==> src/rtl/alu_csr_pkg.sv <==
// alu_csr_pkg: shared widths, ALU op codes and CSR bit indices for the CSR-driven ALU responder.
package alu_csr_pkg;
    localparam int ALUDATABITS   = 32;
    localparam int ALUOPBITS     = 4;
    localparam int ALUCSRINBITS  = 3;
    localparam int ALUCSROUTBITS = 3;

    localparam logic [ALUOPBITS-1:0] ALU_ADD  = 4'd0;
    localparam logic [ALUOPBITS-1:0] ALU_SUB  = 4'd1;
    localparam logic [ALUOPBITS-1:0] ALU_AND  = 4'd2;
    localparam logic [ALUOPBITS-1:0] ALU_OR   = 4'd3;
    localparam logic [ALUOPBITS-1:0] ALU_XOR  = 4'd4;
    localparam logic [ALUOPBITS-1:0] ALU_SLL  = 4'd5;
    localparam logic [ALUOPBITS-1:0] ALU_SRL  = 4'd6;
    localparam logic [ALUOPBITS-1:0] ALU_SRA  = 4'd7;
    localparam logic [ALUOPBITS-1:0] ALU_SLT  = 4'd8;
    localparam logic [ALUOPBITS-1:0] ALU_SLTU = 4'd9;
    localparam logic [ALUOPBITS-1:0] ALU_MUL  = 4'd10;

    localparam int CSR_IN_PROTECT  = 0;
    localparam int CSR_IN_OP1_STB  = 1;
    localparam int CSR_IN_OP2_STB  = 2;
    localparam int CSR_OUT_OP1_RDY = 0;
    localparam int CSR_OUT_OP2_RDY = 1;
    localparam int CSR_OUT_RES_VLD = 2;
endpackage

==> src/rtl/alu_compute.sv <==
// alu_compute: purely combinational decode of the ALU operation on latched operands.
module alu_compute
    import alu_csr_pkg::*;
(
    input  logic [ALUDATABITS-1:0] op1,
    input  logic [ALUDATABITS-1:0] op2,
    input  logic [ALUOPBITS-1:0]   aluop,
    output logic [ALUDATABITS-1:0] result
);
    logic [4:0] shamt;

    assign shamt = op2[4:0];

    always_comb begin
        result = '0;
        case (aluop)
            ALU_ADD:  result = op1 + op2;
            ALU_SUB:  result = op1 - op2;
            ALU_AND:  result = op1 & op2;
            ALU_OR:   result = op1 | op2;
            ALU_XOR:  result = op1 ^ op2;
            ALU_SLL:  result = op1 << shamt;
            ALU_SRL:  result = op1 >> shamt;
            ALU_SRA:  result = $unsigned($signed(op1) >>> shamt);
            ALU_SLT:  result = {31'd0, $signed(op1) < $signed(op2)};
            ALU_SLTU: result = {31'd0, op1 < op2};
            ALU_MUL:  result = op1 * op2;
            default:  result = '0;
        endcase
    end
endmodule

==> src/rtl/csr_alu_responder.sv <==
// csr_alu_responder: strobe-handshaked ALU; captures OP1 then OP2/ALUOP, waits LATENCY cycles,
// writes OP3 once protect is low, and holds the result until a protect pulse releases it.
module csr_alu_responder
    import alu_csr_pkg::*;
#(
    parameter int LATENCY = 4
) (
    input  logic                     clk,
    input  logic                     reset,
    input  logic [ALUDATABITS-1:0]   OP1,
    input  logic [ALUDATABITS-1:0]   OP2,
    input  logic [ALUOPBITS-1:0]     ALUOP,
    input  logic [ALUCSRINBITS-1:0]  CSR_ALU_IN,
    output logic [ALUCSROUTBITS-1:0] CSR_ALU_OUT,
    output logic [ALUDATABITS-1:0]   OP3
);
    localparam logic [2:0] S_IDLE  = 3'd0;
    localparam logic [2:0] S_WAIT  = 3'd1;
    localparam logic [2:0] S_EXEC  = 3'd2;
    localparam logic [2:0] S_WRITE = 3'd3;
    localparam logic [2:0] S_DONE  = 3'd4;

    localparam logic [ALUCSROUTBITS-1:0] OUT_IDLE = 3'b001;
    localparam logic [ALUCSROUTBITS-1:0] OUT_WAIT = 3'b010;
    localparam logic [ALUCSROUTBITS-1:0] OUT_BUSY = 3'b000;
    localparam logic [ALUCSROUTBITS-1:0] OUT_DONE = 3'b100;

    logic [2:0]               state_q, state_d;
    logic [ALUCSROUTBITS-1:0] out_q, out_d;
    logic [ALUDATABITS-1:0]   op1_q, op1_d, op2_q, op2_d, op3_q, op3_d, result;
    logic [ALUOPBITS-1:0]     aluop_q, aluop_d;
    logic [3:0]               cnt_q, cnt_d;
    logic                     seen_q, seen_d, prot;

    assign prot = CSR_ALU_IN[CSR_IN_PROTECT];

    alu_compute u_alu (
        .op1    (op1_q),
        .op2    (op2_q),
        .aluop  (aluop_q),
        .result (result)
    );

    always_comb begin
        state_d = state_q;
        op1_d   = op1_q;
        op2_d   = op2_q;
        aluop_d = aluop_q;
        cnt_d   = cnt_q;
        op3_d   = op3_q;
        seen_d  = seen_q;
        case (state_q)
            S_IDLE: if (CSR_ALU_IN[CSR_IN_OP1_STB]) begin
                op1_d   = OP1;
                state_d = S_WAIT;
            end
            S_WAIT: if (CSR_ALU_IN[CSR_IN_OP2_STB]) begin
                op2_d   = OP2;
                aluop_d = ALUOP;
                cnt_d   = 4'(LATENCY - 1);
                state_d = S_EXEC;
            end
            S_EXEC: if (cnt_q == 4'd0) state_d = S_WRITE; else cnt_d = cnt_q - 4'd1;
            S_WRITE: if (!prot) begin
                op3_d   = result;
                state_d = S_DONE;
            end
            // Release needs a protect pulse seen while holding, then protect low.
            S_DONE: if (!prot && seen_q) begin
                seen_d  = 1'b0;
                state_d = S_IDLE;
            end else seen_d = seen_q | prot;
            default: begin
                state_d = S_IDLE;
                op1_d   = '0;
                op2_d   = '0;
                aluop_d = '0;
                cnt_d   = '0;
                op3_d   = '0;
                seen_d  = 1'b0;
            end
        endcase
        out_d = state_d == S_IDLE ? OUT_IDLE :
                state_d == S_WAIT ? OUT_WAIT :
                state_d == S_DONE ? OUT_DONE : OUT_BUSY;
    end

    always_ff @(posedge clk) begin
        if (reset) begin
            state_q <= S_IDLE;
            out_q   <= OUT_IDLE;
            op1_q   <= '0;
            op2_q   <= '0;
            aluop_q <= '0;
            cnt_q   <= '0;
            op3_q   <= '0;
            seen_q  <= 1'b0;
        end else begin
            state_q <= state_d;
            out_q   <= out_d;
            op1_q   <= op1_d;
            op2_q   <= op2_d;
            aluop_q <= aluop_d;
            cnt_q   <= cnt_d;
            op3_q   <= op3_d;
            seen_q  <= seen_d;
        end
    end

    assign CSR_ALU_OUT = out_q;
    assign OP3         = op3_q;
endmodule

==> config.mk <==
export PLATFORM = sky130hd
export DESIGN_NAME = csr_alu_responder
export DESIGN_NICKNAME = d
export VERILOG_FILES = /design/src/rtl/alu_csr_pkg.sv /design/src/rtl/alu_compute.sv /design/src/rtl/csr_alu_responder.sv
export SDC_FILE = /design/constraint.sdc
export NUM_CORES = 2
export LEC_CHECK = 0
export ABC_AREA = 0
export ABC_CLOCK_PERIOD_IN_PS = 14200
export BUFFER_PORTS_ARGS = -buffer_cell sky130_fd_sc_hd__buf_2
export CAP_MARGIN = 20
export CORE_MARGIN = 2
export CORE_UTILIZATION = 61
export CTS_CLUSTER_DIAMETER = 200
export DETAILED_ROUTE_END_ITERATION = 10
export PLACE_DENSITY = 0.8
export SKIP_LAST_GASP = 1
export SLEW_MARGIN = 20
export SYNTH_ARGS = -nofsm -noshare
export SYNTH_HDL_FRONTEND = slang
export SYNTH_HIERARCHICAL = 1
export SYNTH_SLANG_ARGS = --single-unit
==> constraint.sdc <==
create_clock -name clk -period 14.2 [get_ports clk]
set_input_delay 1.42 -clock clk [delete_from_list [all_inputs] [get_ports clk]]
set_output_delay 1.42 -clock clk [all_outputs]
set_load 0.05 [all_outputs]
# ---- Word-level counts from Yosys, hierarchy flattened
# Cells that the tools add are included.
dict set report classes {
  addsub 3
  mul 1
  magnitude_cmp 2
  n_eq_ne 20
  shifts 3
  mux 22
  n_bitwise 8
  reduce_logical 17
}
# op n
set ops {}
lappend ops {{32-bit one-hot mux with 11 select lines} 1}
lappend ops {{32-bit one-hot mux with 2 select lines} 3}
lappend ops {{32-bit two-way mux} 3}
lappend ops {{32-bit less-than comparator} 2}
lappend ops {{32-bit adder} 1}
lappend ops {{32-bit AND} 1}
lappend ops {{32-bit by 32-bit multiplier with 32-bit output} 1}
lappend ops {{32-bit OR} 1}
lappend ops {{32-bit by 5-bit left shift with 32-bit output} 1}
lappend ops {{32-bit by 5-bit >> shifter with 32-bit output} 1}
lappend ops {{32-bit by 5-bit >>> shifter with 32-bit output} 1}
lappend ops {{32-bit subtractor} 1}
lappend ops {{32-bit bitwise XOR} 1}
lappend ops {{3-bit two-way mux} 6}
lappend ops {{4-bit by 3-bit == test with 1-bit output (second input constant)} 4}
lappend ops {{4-bit OR reduction} 4}
lappend ops {{3-bit one-hot mux with 5 select lines} 1}
lappend ops {{4-bit == test (second input constant)} 3}
lappend ops {{4-bit two-way mux} 3}
lappend ops {{4-bit one-hot mux with 3 select lines} 1}
lappend ops {{4-bit by 2-bit == test with 1-bit output (second input constant)} 2}
lappend ops {{4-bit logical NOT} 2}
lappend ops {{2-bit != test (second input constant)} 4}
lappend ops {{4-bit one-hot mux with 2 select lines} 1}
lappend ops {{17 further kinds} 27}
dict set report totals {
  regBits 111
  in_bits 73
  output_inout_bits 35
  wordCells 85
}

# ---- Logic depth before layout (Yosys ltp)
dict set report depth {
  ltp_word 7
  mapped_depth 31
  mapped_depth_nobuf 28
}

# ---- Modules after synthesis
# The synthesis kept the hierarchy.
# mod n_inst cells_per_inst area_each_um2 seq_area_each_um2
set modules_own_cells {}
lappend modules_own_cells {alu_compute 1 2930 23363.7 0.0}
lappend modules_own_cells {csr_alu_responder 1 443 4032.6 2222.1}

# ---- Least setup slack after synthesis
# Ideal clock, no wire load.
dict set report synth_path {
  path_kind {register to register}
  startpoint {register op2_q[2]}
  endpoint {register op3_q[25], in the netlist OP3[25]}
  setup_ns 0.132
  t_arrival_ns 7.580
  required_ns 14.068
  slack_ns 6.487
  stages_incl_launch_ff 31
  path_buffers 4
  period_less_slack_ns 7.713
  path_cell_list {dfxtp_1 > inv_2 > buf_1 > clkbuf_1 > buf_1 > nor2_1 > fa_1 > inv_1 > fa_1 > fa_1 > fa_1 > inv_1 > fa_1 > inv_1 > fa_1 > inv_1 > fa_1 > fa_1 > ha_1 > clkbuf_1 > o21ai_0 > o21ai_0 > o211ai_1 > o31ai_1 > nand3_1 > o21bai_1 > xnor2_1 > o22ai_1 > a211o_1 > nand3_1 > a21oi_1}
}
dict set report synth_between {
  elab_chain_cells 4
  elab_cells_between_ends 9
  cone_classes {add/sub: 2; mul: 1; shift: 3; mux: 3}
}
# item line
set synth_lines {}
lappend synth_lines {{from (decl)} csr_alu_responder.sv:30} ;# logic [ALUDATABITS-1:0] op1_q, op1_d, op2_q, op2_d, op3_q, op3_d, result;
lappend synth_lines {{from (signal assigned)} csr_alu_responder.sv:102} ;# op2_q <= op2_d;
lappend synth_lines {{32-bit by 32-bit multiplier with 32-bit output (tied with other cells)} alu_compute.sv:27} ;# ALU_MUL: result = op1 * op2;
lappend synth_lines {{32-bit one-hot mux with 11 select lines (*)} alu_compute.sv:16} ;# case (aluop)
lappend synth_lines {{net result[25]} csr_alu_responder.sv:30}
lappend synth_lines {{32-bit two-way mux (*)} csr_alu_responder.sv:64} ;# S_WRITE: if (!prot) begin
lappend synth_lines {{32-bit one-hot mux with 2 select lines (*)} csr_alu_responder.sv:52} ;# case (state_q)
lappend synth_lines {{to (signal assigned)} csr_alu_responder.sv:105} ;# op3_q <= op3_d;
lappend synth_lines {{to (decl)} csr_alu_responder.sv:30}
# The timed path passes the listed nets; every way through them passes the cells marked *. The select of a mux whose other input is x is not followed.
# A chain may end at the register's enable or synchronous reset.

# ---- Final worst setup path
dict set report layout_path {
  startpoint {register op1_q[6]}
  endpoint {register op3_q[30], in the netlist OP3[30]}
}
dict set report layout_between {
  elab_chain_cells 4
  elab_cells_between_ends 9
  cone_classes {add/sub: 2; mul: 1; shift: 3; mux: 3}
}
# item line
set layout_lines {}
lappend layout_lines {{from (decl)} csr_alu_responder.sv:30}
lappend layout_lines {{from (signal assigned)} csr_alu_responder.sv:101} ;# op1_q <= op1_d;
lappend layout_lines {{32-bit by 32-bit multiplier with 32-bit output (tied with other cells)} alu_compute.sv:27}
lappend layout_lines {{32-bit one-hot mux with 11 select lines (*)} alu_compute.sv:16}
lappend layout_lines {{net result[30]} csr_alu_responder.sv:30}
lappend layout_lines {{32-bit two-way mux (*)} csr_alu_responder.sv:64}
lappend layout_lines {{32-bit one-hot mux with 2 select lines (*)} csr_alu_responder.sv:52}
# Marks and branches as above.

==> metrics.txt <==
Max-Cap Viols 0; Hold Slack about 460 ps; DRC 0; Core ar. 44300 sq um; sequential cell area fraction in the yosys report 0.0811; switching power between 0.0007 and 0.0008 W; clock latency on the worst-skew pair about 420 ps; Initial Util 0.618; DR top layer met5; Setup Skew about 29 ps; synthesized area per cell 8.12 sq um; Mapped Area roughly 27000 sq um; crit path max fanout 17; Final Util 0.647; Resized cells post-CTS 0; root buf cell clkbuf_16; CTS HTree Levels 3; Slew Viols, Final 0; actual slew at the worst max-slew pin 1250 ps; Post-synth EDFFs 0; largest net degree at the start of global routing 76; Final #Nets 4048; Synth area leaders fa_1 30%, ha_1 10%, dfxtp_1 8.1%; switching share of power 0.514; first-pass GRT wire length 175 mm; fillers about 3700; Layout area overhead 4.74%; setup TNS 0 ps; Flop pwr share 0.249; CTS tree done; clk slew on worst S/H paths approximately 90 ps; row cnt 77; synth warn 6; post-synth top area share 0.300; vias in the first global route roughly 28000; proportion of layout cells with a drive suffix above 1 0.0914; Die X 216 microns; Final ANT Viol Nets 0; synthesized instance count about 3400; final period utilization 0.593; peak supply drop 0.152 mV; post-DR vias/cell 7.00; Die Y-Extent about 220 microns; Clock Tree Buf Depth 2; routed length on met2 around 49 mm; status finished clean; Distinct cells, synth 85; Slew HR 0.168; Leak about 13 nW; DR WL/cell about 30 microns; routed length on met3 17.8 mm; WS Path Type reg2reg; crit end category flop; Critical Path RT ~14000 ps; TritonCTS Buffers 9; post-synth top area cell fa_1; top-count cell post-synth nor2_1; gpl congestion 1.09; first-pass detailed-route iteration total 10; GRT Overall Usage 0.510; IO Port Bufs between 100 and 150; hold buffer count at cts 0; via count 27600; cell-internal power about 0.00071 W; setup bufs post-CTS 0; antenna violations before repair 3; met1 wire length about 41 mm; RSZ-0062 raised after global routing false; final wirelength approximately 120 mm; GR Overflow Total 0; CP startpoint kind flop; post-synthesis register bit count roughly 110; Post-DP HPWL a little under 90 mm; combinational group share of total power 0.553; CTS sink count around 110; 1st-iter DRT viols around 4400; Peak Freq 119 MHz; final setup vio count 0; hold crit path type reg2reg; Main synth FF type dfxtp_1; CP arrival 8670 ps; list of most frequent post-synthesis cells 547 x nor2_1, 467 x inv_1, 410 x fa_1, 342 x nand2_1, 222 x ha_1; Die ar. roughly 47000 sq um; Final Hold Vio Count 0; # IOs 108; fin crit period around 8400 ps; Clk network pwr share 0.198; net count after synthesis slightly above 4000; asr flop ratio synth 0; PD cells roughly 51 nW/um^2
-- cell usage in the layout (no fill, tap or decap), types with 69 or more instances in the layout --
cell	Yosys	layout
nor2_1	547	547
inv_1	467	465
fa_1	410	410
nand2_1	342	342
ha_1	222	222
a21oi_1	147	147
buf_2	36	106
dfxtp_1	111	105
o21ai_0	105	105
a22oi_1	82	82
buf_4	6	75
xnor2_1	69	69
-- per-stage QoR --
step           instance area [sq um]  std cells  power (W)  worst slack (ps)
6_report                       28700       3942    0.00146              5780
5_1_grt                        28700       3940    0.00150              5480
4_1_cts                        28700       3940    0.00141              6000
3_5_place_dp                   28400       3924    0.00112              5990
3_3_place_gp                   28400       3924    0.00111              6210
2_1_floorplan                  27400       3373   0.000847              6490
-- flip-flops by register name (all words and copies together) (netlist names) --
signal and cells:
aluop_q 4, cnt_q 4, seen_q 1, op2_q 32, CSR_ALU_OUT 3, op1_q 32
state_q 3, OP3 32
-- logic make-up (layout without fill, tap and decap cells) --
kind of cell / after synthesis / in the layout / share of synthesized area
other: 0 / 2 / 0
muxes: 107 / 107 / 0.0639
xor gates and xnor gates: 90 / 90 / 0.0288
DFF: 111 / 111 / 0.0811
buffers and inverters: 711 / 686 / 0.100
and+or+nand+nor: 1082 / 1082 / 0.164
AOI/OAI and AO/OA: 640 / 640 / 0.160
adders and majority gates: 632 / 632 / 0.401
-- power groups by stage --
stage	clock (W)	combinational, W	sequential, W
after floorplan	0	0.000492	0.000355
final	0.000289	0.000807	0.000363
after global placement	0	0.000744	0.000365
after global routing	0.000298	0.000836	0.000362
after CTS	0.000289	0.000760	0.000359
after detailed placement	0	0.000756	0.000366
-- metal layers --
layer  up-vias  track usage
li1      11000            -
met1     13200        0.637
met2      2571        0.739
met3       741        0.178
met4         4        0.359
met5         -            0
-- area by class of cell --
cell class	instances	area, sq um	share of cell area
multi-input cells	2551	22500	0.783
flip-flops and latches	111	2230	0.0779
inverters	489	1840	0.0640
repair buffers	181	1090	0.0381
well taps	592	741	0.0258
clock buffers	9	225	0.00785
clock inverters	7	81.3	0.00283
diodes	2	5.00	0.000174
-- worst max-delay path, stage by stage, from the launching register on --
cell and delay [ps]:
dfxtp_1 340, buf_4 230, clkinv_1 770, nor2_1 390
fa_1 460, inv_1 90, fa_1 430, fa_1 500
inv_1 60, fa_1 540, ha_1 230, ha_1 270
inv_1 40, fa_1 470, inv_1 50, fa_1 440
ha_1 230, or3_1 370, a211oi_1 330, nor3_1 210
o21ai_1 260, a31oi_1 160, o31ai_1 540, a31oi_1 190
xnor2_1 350, o211ai_1 130, nand3_1 120, a21oi_1 70
-- worst paths after layout --
path / from / endpoint / slack (ps) / cells after the start
max: op1_q[6] / OP3[30] / 5780 / 27
min: OP3[8] / OP3[8] / 460 / 2
max reg2reg: op1_q[6] / OP3[30] / 5780 / 27
min reg2reg: OP3[8] / OP3[8] / 460 / 2
(Power assumes the default switching activity.)
